[src/rtl/fp_seg_display_pkg.sv]
// Shared constants and types for the floating-point 7-segment display slice.
package fp_seg_display_pkg;

   localparam int unsigned REFRESH_DIV_DEF = 100000;

   // Active-low segment codes, bit 0 = a ... bit 6 = g
   localparam logic [6:0] SEG_0     = 7'b1000000;
   localparam logic [6:0] SEG_1     = 7'b1111001;
   localparam logic [6:0] SEG_2     = 7'b0100100;
   localparam logic [6:0] SEG_3     = 7'b0110000;
   localparam logic [6:0] SEG_4     = 7'b0011001;
   localparam logic [6:0] SEG_5     = 7'b0010010;
   localparam logic [6:0] SEG_6     = 7'b0000010;
   localparam logic [6:0] SEG_7     = 7'b1111000;
   localparam logic [6:0] SEG_8     = 7'b0000000;
   localparam logic [6:0] SEG_9     = 7'b0010000;
   localparam logic [6:0] SEG_BLANK = 7'b1111111;
   localparam logic [6:0] SEG_MINUS = 7'b0111111;

   // Decoder codes above 9 carry the non-numeric glyphs
   localparam logic [3:0] CODE_MINUS = 4'hE;
   localparam logic [3:0] CODE_BLANK = 4'hF;

   typedef enum logic [1:0] {
      DIG0 = 2'd0,
      DIG1 = 2'd1,
      DIG2 = 2'd2,
      DIG3 = 2'd3
   } dig_idx_e;

   typedef struct packed {
      logic       s;
      logic [2:0] e;
      logic [3:0] f;
   } fp_val_t;

endpackage

[src/rtl/seg7_dec.sv]
// Combinational 4-bit code to active-low 7-segment decoder (digits, minus, blank).
module seg7_dec
   import fp_seg_display_pkg::*;
(
   input  logic [3:0] val_i,
   output logic [6:0] seg_c
);

   always_comb begin
      seg_c = SEG_BLANK;
      case (val_i)
         4'd0:       seg_c = SEG_0;
         4'd1:       seg_c = SEG_1;
         4'd2:       seg_c = SEG_2;
         4'd3:       seg_c = SEG_3;
         4'd4:       seg_c = SEG_4;
         4'd5:       seg_c = SEG_5;
         4'd6:       seg_c = SEG_6;
         4'd7:       seg_c = SEG_7;
         4'd8:       seg_c = SEG_8;
         4'd9:       seg_c = SEG_9;
         CODE_MINUS: seg_c = SEG_MINUS;
         default:    seg_c = SEG_BLANK;
      endcase
   end

endmodule

[src/rtl/fp_seg_display.sv]
// Multiplexed 4-digit display of a latched {S,E,F} value: [sign][E].[F tens][F ones].
module fp_seg_display
   import fp_seg_display_pkg::*;
#(
   parameter int unsigned REFRESH_DIV = REFRESH_DIV_DEF
) (
   input  logic       clk,
   input  logic       rst_n,
   input  logic       load,
   input  logic       S,
   input  logic [2:0] E,
   input  logic [3:0] F,
   output logic [6:0] seg,
   output logic       dp,
   output logic [3:0] an
);

   localparam int unsigned CNT_W = $clog2(REFRESH_DIV);
   localparam logic [CNT_W-1:0] CNT_MAX = CNT_W'(REFRESH_DIV - 1);

   fp_val_t          val_q, val_d;
   logic [CNT_W-1:0] cnt_q, cnt_d;
   dig_idx_e         idx_q, idx_d;
   logic             wrap_c;
   logic [3:0]       code_c;
   logic [6:0]       seg_dec_c;
   logic [6:0]       seg_q;
   logic             dp_q, dp_d;
   logic [3:0]       an_q, an_d;

   always_ff @(posedge clk or negedge rst_n) begin
      if (!rst_n) begin
         val_q <= '0;
         cnt_q <= '0;
         idx_q <= DIG0;
         seg_q <= SEG_BLANK;
         dp_q  <= 1'b1;
         an_q  <= 4'b1111;
      end else begin
         val_q <= val_d;
         cnt_q <= cnt_d;
         idx_q <= idx_d;
         seg_q <= seg_dec_c;
         dp_q  <= dp_d;
         an_q  <= an_d;
      end
   end

   // Value capture, free-running refresh counter and scan advance on wrap
   always_comb begin
      val_d  = val_q;
      cnt_d  = cnt_q + CNT_W'(1);
      idx_d  = idx_q;
      wrap_c = (cnt_q == CNT_MAX);
      if (load) begin
         val_d = '{s: S, e: E, f: F};
      end
      if (wrap_c) begin
         cnt_d = '0;
         case (idx_q)
            DIG0:    idx_d = DIG1;
            DIG1:    idx_d = DIG2;
            DIG2:    idx_d = DIG3;
            default: idx_d = DIG0;
         endcase
      end
   end

   // Content, enable and decimal point of the currently selected digit
   always_comb begin
      code_c = CODE_BLANK;
      dp_d   = 1'b1;
      an_d   = 4'b1111;
      case (idx_q)
         DIG0: begin
            an_d   = 4'b1110;
            code_c = (val_q.f >= 4'd10) ? 4'(val_q.f - 4'd10) : val_q.f;
         end
         DIG1: begin
            an_d   = 4'b1101;
            code_c = (val_q.f >= 4'd10) ? 4'd1 : CODE_BLANK;
         end
         DIG2: begin
            an_d   = 4'b1011;
            dp_d   = 1'b0;
            code_c = {1'b0, val_q.e};
         end
         default: begin
            an_d   = 4'b0111;
            code_c = val_q.s ? CODE_MINUS : CODE_BLANK;
         end
      endcase
   end

   seg7_dec u_dec (
      .val_i (code_c),
      .seg_c (seg_dec_c)
   );

   assign seg = seg_q;
   assign dp  = dp_q;
   assign an  = an_q;

endmodule

[config.mk]
export PLATFORM = sky130hd
export DESIGN_NAME = fp_seg_display
export DESIGN_NICKNAME = d
export VERILOG_FILES = /design/src/rtl/fp_seg_display_pkg.sv /design/src/rtl/seg7_dec.sv /design/src/rtl/fp_seg_display.sv
export SDC_FILE = /design/constraint.sdc
export NUM_CORES = 1
export LEC_CHECK = 0
export CAP_MARGIN = 20
export CORE_UTILIZATION = 35
export CTS_CLUSTER_DIAMETER = 60
export CTS_CLUSTER_SIZE = 28
export DETAILED_ROUTE_END_ITERATION = 7
export PLACE_DENSITY = 0.66
export RECOVER_POWER = 25
export SYNTH_ARGS = -nofsm -noshare
export SYNTH_HDL_FRONTEND = slang
export SYNTH_SLANG_ARGS = --single-unit
[constraint.sdc]
create_clock -name clk -period 3.7 [get_ports clk]
set_input_delay 0.37 -clock clk [delete_from_list [all_inputs] [get_ports clk]]
set_output_delay 0.37 -clock clk [all_outputs]
set_load 0.01 [all_outputs]
==> metrics.txt, run 1 <==
status=finished with violations; failing checks=max-capacitance violations, max-slew violations; via count=1,285; Crit Path Max Fanout=7; Crit path required time=3900 ps; GRT Total Usage=0.125; syn_area_per_cell=11.3 um2; Netlist cell types=42; # rows=26; vias in the first global route=1,212; Clock H-tree levels=2; syn nets=194; Die Area=5800 um2; Die Width=76.2 um; crit end category=register; Synth-to-Final Area Change=19.0%; WS Path Type=register to register; DR WL/cell=11.8 um; Critical R2R Capture=seg[4]; ys flop type=dfrtp_1; Post-Synth Simple-Gate Area=0.173; first-pass GRT wire length=5640 um; Longest Clk Path Bufs=2; XOR/XNOR share of the synthesized area=0.0637; Seq/Total Area, Yosys=0.501; Tightest Hold Check Type=register to register; final setup fails=0; post-CTS sizing=0; Final Hold Viols=0; total CTS buffers=5; CTS tree=built; share of cells above drive strength 1=0.157; crit share post-route=0.571; leakage=1.01 nW; GPL Wtd Cong=0.823; unrepaired setup endpoints after global routing=no; number of remaining DRC errors=0; synthesis warning total=0; clock root buffer=clkbuf_8; vias per cell=4.81; largest net degree at the start of global routing=39; PortBufs=22; Crit. Startpoint=idx_q[1]; largest family of logic cells by synthesized area=simple AND/OR/NAND/NOR gates; Clock Skews=8.15 ps; post-synthesis mux area share=0.0637; crit path to=seg[4]; Hold WS=486 ps; DP Wirelength=2350 um; # diodes=0; Clk Latency, worst-skew pair=280 ps; 1st-iter DRT viols=103; Synth Area in Adders=0.0845; Slew Limit Fails=39; Arrival @ worst endpoint=2320 ps; clock transition at the registers of the reported paths=70 ps; r2r worst-path depth=8; Slew Limit Headroom=-0.270; router iterations before antenna repair=4; launch point of the worst reg-to-reg path=idx_q[1]; postcts setup bufs=0; NumNets Final=220; core area=5200 um2; CTS sink cnt=38; max cap viols=1; initial antenna violation count=0; Post-synth EDFFs=0; post-route ant nets=0; Routed WL=3160 um; Worst-Margin Slew=1900 ps; Ports=23; worst vdd ir=141 uV; die height=76.2 um; fmax=473 MHz; Post-Syn Instances=170; min cycle time layout=2110 ps; startpoint types=register; total gr overflow=0; PwrDens=384 nW/um2; R2R Setup Slk=1590 ps; Post-Syn Area=1930 um2; Synth Area in Compound Gates=0.0858; post-synthesis sequential element count=38; Async S/R FF share, synth=1.00; initial cell density of the core=0.370; setup TNS=0 ps; Hold Buf Count CTS=0
how the worst min path moves through the flow:
| stage | endpoint | depth (start not counted) | slack [ps] | startpoint |
|---|---|---|---|---|
| 2_1_floorplan | cnt_q[0] | 0 | 70 | rst_n |
| 3_3_place_gp | cnt_q[0] | 1 | 470 | cnt_q[0] |
| 3_5_place_dp | cnt_q[8] | 1 | 480 | cnt_q[8] |
| 4_1_cts | cnt_q[4] | 1 | 190 | rst_n |
| 5_1_grt | cnt_q[4] | 1 | 520 | cnt_q[4] |
| 6_report | cnt_q[8] | 1 | 490 | cnt_q[8] |
layout by cell type, fill, tap and decap left out, types with 6 or more instances in the layout:
master,n
clkdlybuf4s50_1,21
dfrtp_1,27
dfstp_2,11
ha_1,13
inv_1,10
mux2_2,6
nand2_1,11
nor2_1,15
o21ai_0,6
xnor2_1,9
logic make-up after synthesis:
logic type                 count (synthesis)
muxes                                     11
xor gates and xnor gates                  14
adders and majority gates                 13
and+or+nand+nor                           57
buffers and inverters                     13
AOI/OAI and AO/OA                         24
DFF                                       38
metal layers:
metal | track usage | share of wire
met1 | 0.167 | 0.50
met2 | 0.191 | 0.46
met3 | 0.0323 | 0.023
met4 | 0.0519 | 0.011
met5 | 0 | 0
registers in the layout, summed over array words and instances, names as in the netlist:
register and count:
seg 7, an 4, val_q 8, idx_q 2, cnt_q 17
through the flow:
stage / instances / power [mW] / util / worst slack (ps) / area (um2)
after floorplan: 170 / 0.553 / - / 1880 / 1930
after global placement: 259 / 0.620 / 0.425 / 1640 / 2210
after detailed placement: 259 / 0.621 / 0.425 / 1630 / 2210
after CTS: 267 / 0.897 / 0.440 / 1580 / 2290
after global routing: 267 / 0.933 / 0.440 / 1380 / 2290
final: 267 / 0.880 / 0.440 / 1590 / 2290
Yosys cell counts, types with 2 or more instances:
cell | count | area share
nor2_1 | 15 | 0.029
a21oi_1 | 5 | 0.013
dfstp_2 | 11 | 0.15
nand4_1 | 4 | 0.013
nand3_1 | 5 | 0.013
mux2_2 | 6 | 0.035
xor2_1 | 5 | 0.023
o21ai_0 | 6 | 0.016
ha_1 | 13 | 0.084
and2_1 | 3 | 0.0097
nand2_1 | 11 | 0.021
a31oi_1 | 2 | 0.0065
xnor2_1 | 9 | 0.041
inv_1 | 10 | 0.019
nor3_1 | 2 | 0.0052
nand2b_1 | 2 | 0.0065
dfrtp_1 | 27 | 0.35
mux2i_1 | 4 | 0.021
a21o_1 | 3 | 0.012
and4_1 | 4 | 0.018
a221oi_1 | 2 | 0.0091
cell type report:
cell class	instances	area (um2)
clock buffers	8	80.1
fillers	501	2910
inverters	10	37.5
multi-input cells	119	907
flip-flops and latches	38	965
well taps	70	87.6
repair buffers	22	214
critical path, stage by stage (launching register included):
cell      delay, ps
dfrtp_1         430
inv_1           140
ha_1            300
a221oi_1        120
mux2i_1         330
inv_1           140
ha_1            240
nand2b_1        150
a31oi_1         180
report_power, final:
| part | switching (mW) | total [mW] | internal (mW) |
|---|---|---|---|
| logic | 0.0683 | 0.145 | 0.0766 |
| clock network | 0.135 | 0.268 | 0.134 |
| registers | 0.0119 | 0.467 | 0.455 |
| total | 0.215 | 0.880 | 0.666 |
Note: power is estimated with default switching activity, not from simulation.
==> run 2, diff against run 1 <==
PLACE_DENSITY = 0.68   (was 0.66)
clock period = 1.89 ns   (was 3.7 ns; I/O delays follow)
==> run 2 against run 1 <==
  * The flow now finishes without violations
  * Combinational power up 130%
  * Register-to-register slack worse by 1500 ps
  * Critical path depth is the same
  * Die area unchanged
  * Critical path type unchanged
  * Critical endpoint is now seg[1]
==> metrics.txt, run 2 (same netlist as run 1, synthesis figures left out) <==
status=complete, no violations; PortBufs=22; DR top layer=met4; crit end category=register; GPL Wtd Cong=0.818; total gr overflow=0; Die Width=76.2 um; initial antenna violation count=0; Clock Skews=9.85 ps; routed wl met2=1590 um; number of remaining DRC errors=0; max cap viols=0; min cycle time layout=1800 ps; post-route setup slack=86.4 ps; Reg power frac=0.490; die height=76.2 um; Switching Fraction=0.250; Tightest Hold Check Type=primary input to asynchronous set/reset pin; Arrival @ worst endpoint=2000 ps; Worst-Margin Slew=911 ps; Final Hold Viols=0; Total Power=1.87 mW; startpoint types=register; fmax=554 MHz; first-pass GRT wire length=6170 um; Synth-to-Final Area Change=30.8%; Ports=23; slowest CP cell=dfrtp_1; largest net degree at the start of global routing=39; clock transition at the registers of the reported paths=80 ps; DP Worst Slack=-61.7 ps; # diodes=0; CTS tree=built; Clk Latency, worst-skew pair=290 ps; # rows=26; leakage=1.12 nW; clock network power share=0.334; postcts setup bufs=0; launch point of the worst reg-to-reg path=idx_q[1]; WL met1=1720 um; vias per cell=4.78; post-route ant nets=0; crit share post-route=0.954; internal power=1.41 mW; largest register by flop count=cnt_q; Inst Count DP=275; worst vdd ir=330 uV; 1st-iter DRT viols=70; WS Path Type=register to register; CTS sink cnt=38; Psw=0.468 mW; Die Area=5800 um2; PwrDens=744 nW/um2; critical path's most frequent cell=ha_1; Crit path required time=2090 ps; initial cell density of the core=0.370; Layout Cells excl Fill=283; ordered list of cells on the worst path=inv_2 -> ha_1 -> a21o_1 -> nor2_4 -> buf_4 -> ha_1 -> a21oi_1 -> o21ai_0; commonest non-fill, non-tap cell in the layout=dfrtp_1; commonest cells after routing, fill and taps aside=dfrtp_1, clkdlybuf4s50_1, buf_4, nor2_1; core area=5200 um2; DP Wirelength=2520 um; NumNets Final=236; clock root buffer=clkbuf_8; total CTS buffers=5; Longest Clk Path Bufs=2; Worst path max stage delay=430 ps; GRT Total Usage=0.133; Gate power share=0.175; Slew Limit Headroom=0.393; met3 wire len=103 um; Routed WL=3450 um; Crit. Startpoint=idx_q[1]; router iterations before antenna repair=4; via count=1,353; Clock H-tree levels=2; Slew Limit Fails=0; vias in the first global route=1,321; share of cells above drive strength 1=0.310; DR WL/cell=12.2 um; final setup fails=0; Crit Path Max Fanout=4; max reg flops=17
[run 2: cell count changes in the layout (fill, tap and decap cells not counted), sizes merged]
| cell | before | now |
|---|---|---|
| clkbuf | 9 | 7 |
| buf | 0 | 16 |
| clkinv | 0 | 2 |
[run 2: worst max-delay path, delay by kind of cell, from the launching register on]
| family | cells | cell delay [ps] |
|---|---|---|
| compound gates | 3 | 430 |
| flops | 1 | 430 |
| fa+ha+maj | 2 | 560 |
| simple gates | 1 | 60 |
| buf+inv | 2 | 240 |
[run 2: through the flow]
step	hold slack (ps)	cell area (um2)	utilization	setup TNS, ps
after CTS	17.5	2450	0.471	0
after detailed placement	330	2330	0.448	-220
after floorplan	-107	1930	-	0
after global routing	94.8	2520	0.484	-10.9
after global placement	329	2330	0.448	0
final	15.7	2520	0.484	0
[run 2: worst paths after layout]
path / slack [ps] / cells past startpoint / end
min: 20 / 1 / cnt_q[1]
max reg2reg: 90 / 8 / seg[1]
min in group clk: 450 / 3 / val_q[1]
min reg2reg: 480 / 1 / cnt_q[0]
max: 90 / 8 / seg[1]
max in group asynchronous: 1250 / 1 / idx_q[0]
[run 2: area by class of cell]
type,count,area [um2]
Timing Repair Buffer,38,335
Clock inverter,2,10.0
Clock buffer,6,93.8
Fill cell,490,2690
Multi-Input combinational cell,119,987
Sequential cell,38,967
Inverter,10,37.5
Tap cell,70,87.6
[run 2: routing by layer]
| layer | global-route usage | vias to the layer above |
|---|---|---|
| met4 | 0.0404 | 0 |
| met5 | 0 | - |
| met1 | 0.183 | 657 |
| met2 | 0.199 | 19 |
| li1 | - | 675 |
| met3 | 0.0407 | 2 |
[run 2: repair_timing]
action,4_1_cts,5_1_grt
endpoints found under the setup margin,6,7
resized for setup,4,17
gates cloned,0,0
pin swaps,0,2
hold buffers,0,0
[run 2: power by group through the flow]
stage	registers, mW	clock network (mW)	logic (mW)
floorplan	0.948	0	0.134
detailed placement	0.930	0	0.302
finish	0.919	0.626	0.328
global placement	0.930	0	0.299
global route	0.928	0.668	0.365
CTS	0.916	0.639	0.308
==> run 3, diff against run 2 <==
CORE_UTILIZATION = 49   (was 35)
PLACE_DENSITY = 0.86   (was 0.68)
==> run 3 against run 2 <==
  * Global-route usage increased by 8.1 points
  * Via count increased by 6.5%
  * Sequential power about the same
  * Clock skew decreased by 3.1 ps
  * Critical endpoint is now seg[3]
  * Highest routed layer unchanged
  * Largest cell class unchanged
  * Core utilization increased by 20 points
  * Critical path type unchanged
  * First-iteration DRC count increased by 21%
  * Power increased by 3.0%
  * Worst setup slack got worse by 48 ps
==> metrics.txt, run 3 (same netlist as run 1, synthesis figures left out) <==
status=complete, no violations; commonest non-fill, non-tap cell in the layout=dfrtp_1; Crit. path cell count=8; commonest cells after routing, fill and taps aside=dfrtp_1, clkdlybuf4s50_1, buf_4, nor2_1; DP Wirelength=2590 um; total CTS buffers=5; clock root buffer=clkbuf_8; final setup fails=0; Routed WL=4030 um; PwrDens=764 nW/um2; Arrival @ worst endpoint=2070 ps; startpoint types=register; hold depth=3; largest register by flop count=cnt_q; core area=3720 um2; launch point of the worst reg-to-reg path=idx_q[1]; Die Width=64.7 um; crit end category=register; share of cells above drive strength 1=0.313; Worst path max stage delay=450 ps; Final Hold Viols=0; GPL Wtd Cong=0.806; vias in the first global route=1,471; Slew Limit Fails=0; Critical R2R Capture=seg[3]; Clock H-tree levels=2; post-route ant nets=0; CTS sink cnt=38; crit share post-route=0.980; 1st-iter DRT viols=85; r2r worst-path depth=8; CTS tree=built; Die Area=4180 um2; ordered list of cells on the worst path=inv_2 -> ha_4 -> nand4b_1 -> nand3_2 -> nor2_4 -> buf_4 -> ha_1 -> o221ai_1; max reg flops=17; via count=1,441; Min-Delay Endpoint=val_q[1]; Ports=23; GRT Total Usage=0.213; total gr overflow=0; slowest CP cell=dfrtp_2; initial cell density of the core=0.518; Storage cell area=967 um2; Hold WS=488 ps; DR WL/cell=15.2 um; NumNets Final=240; vias per cell=5.44; Synth-to-Final Area Change=31.1%; die height=64.7 um; initial antenna violation count=0; Clock Skews=6.73 ps; largest net degree at the start of global routing=39; Clk Latency, worst-skew pair=300 ps; min cycle time layout=1850 ps; Crit path required time=2100 ps; Multi-input gate area=986 um2; Hold Buf Count CTS=0; Buf/Inv on CP=2; first-pass GRT wire length=6710 um; number of remaining DRC errors=0; R2R Setup Slk=40 ps; leakage=1.13 nW; DP Worst Slack=-104 ps; Longest Clk Path Bufs=2; WS Path Type=register to register; clock transition at the registers of the reported paths=70 ps; # diodes=0; Tightest Hold Check Type=primary input to register; fmax=540 MHz; Slew Limit Headroom=0.406; # rows=22; Worst-Margin Slew=891 ps; unrepaired setup endpoints after global routing=yes; post-route setup slack=38.4 ps; crit-path leading delay family=adder cells; hold_sp=F[1]; max cap viols=0; PortBufs=22; Crit Path Max Fanout=6; FILL cells=268; worst vdd ir=377 uV; router iterations before antenna repair=4
==> run 3: repair_timing <==
| action | in CTS | in global routing |
|---|---|---|
| gates resized for setup | 7 | 14 |
| buffers inserted | 2 | 3 |
| setup endpoints to repair | 7 | 7 |
| pin swaps | 0 | 2 |
==> run 3: per-stage QoR <==
step | utilization | setup TNS [ps] | std cells | area, um2 | total power [mW]
after CTS | 0.659 | 0 | 262 | 2450 | 1.91
final | 0.679 | 0 | 265 | 2520 | 1.93
after global routing | 0.679 | -115 | 265 | 2520 | 2.02
after detailed placement | 0.620 | -378 | 252 | 2300 | 1.24
after floorplan | - | 0 | 170 | 1930 | 1.08
after global placement | 0.620 | 0 | 252 | 2300 | 1.23
==> run 3: metal layers <==
metal,wire [um],GRT usage
met1,1730,0.271
met2,2030,0.349
met3,171,0.0528
met4,102,0.0833
met5,0,0
==> run 3: power breakdown <==
group          switching, mW  internal (mW)  total [mW]
combinational          0.157          0.180       0.336
clock                  0.278          0.395       0.672
sequential            0.0298          0.892       0.922
==> run 3: worst max-delay path by stage <==
| stage | start | to | slack [ps] |
|---|---|---|---|
| 3_3_place_gp | idx_q[1] | seg[1] | 30 |
| 5_1_grt | idx_q[1] | seg[3] | -40 |
| 6_report | idx_q[1] | seg[3] | 40 |
| 2_1_floorplan | idx_q[0] | seg[4] | 70 |
| 3_5_place_dp | idx_q[1] | seg[1] | -100 |
| 4_1_cts | idx_q[1] | seg[1] | 0.7 |
==> run 3: tightest hold or removal path, stage by stage <==
cell and delay [ps]:
clkdlybuf4s50_1 410, nand2_1 70, o21ai_0 70
==> run 3: layout make-up <==
cell class                      count  share of cell area
Multi-Input combinational cell    119               0.390
Sequential cell                    38               0.383
Timing Repair Buffer               42               0.146
Clock buffer                        7              0.0302
Tap cell                           48              0.0238
Inverter                           10              0.0149
Clock inverter                      1              0.0119
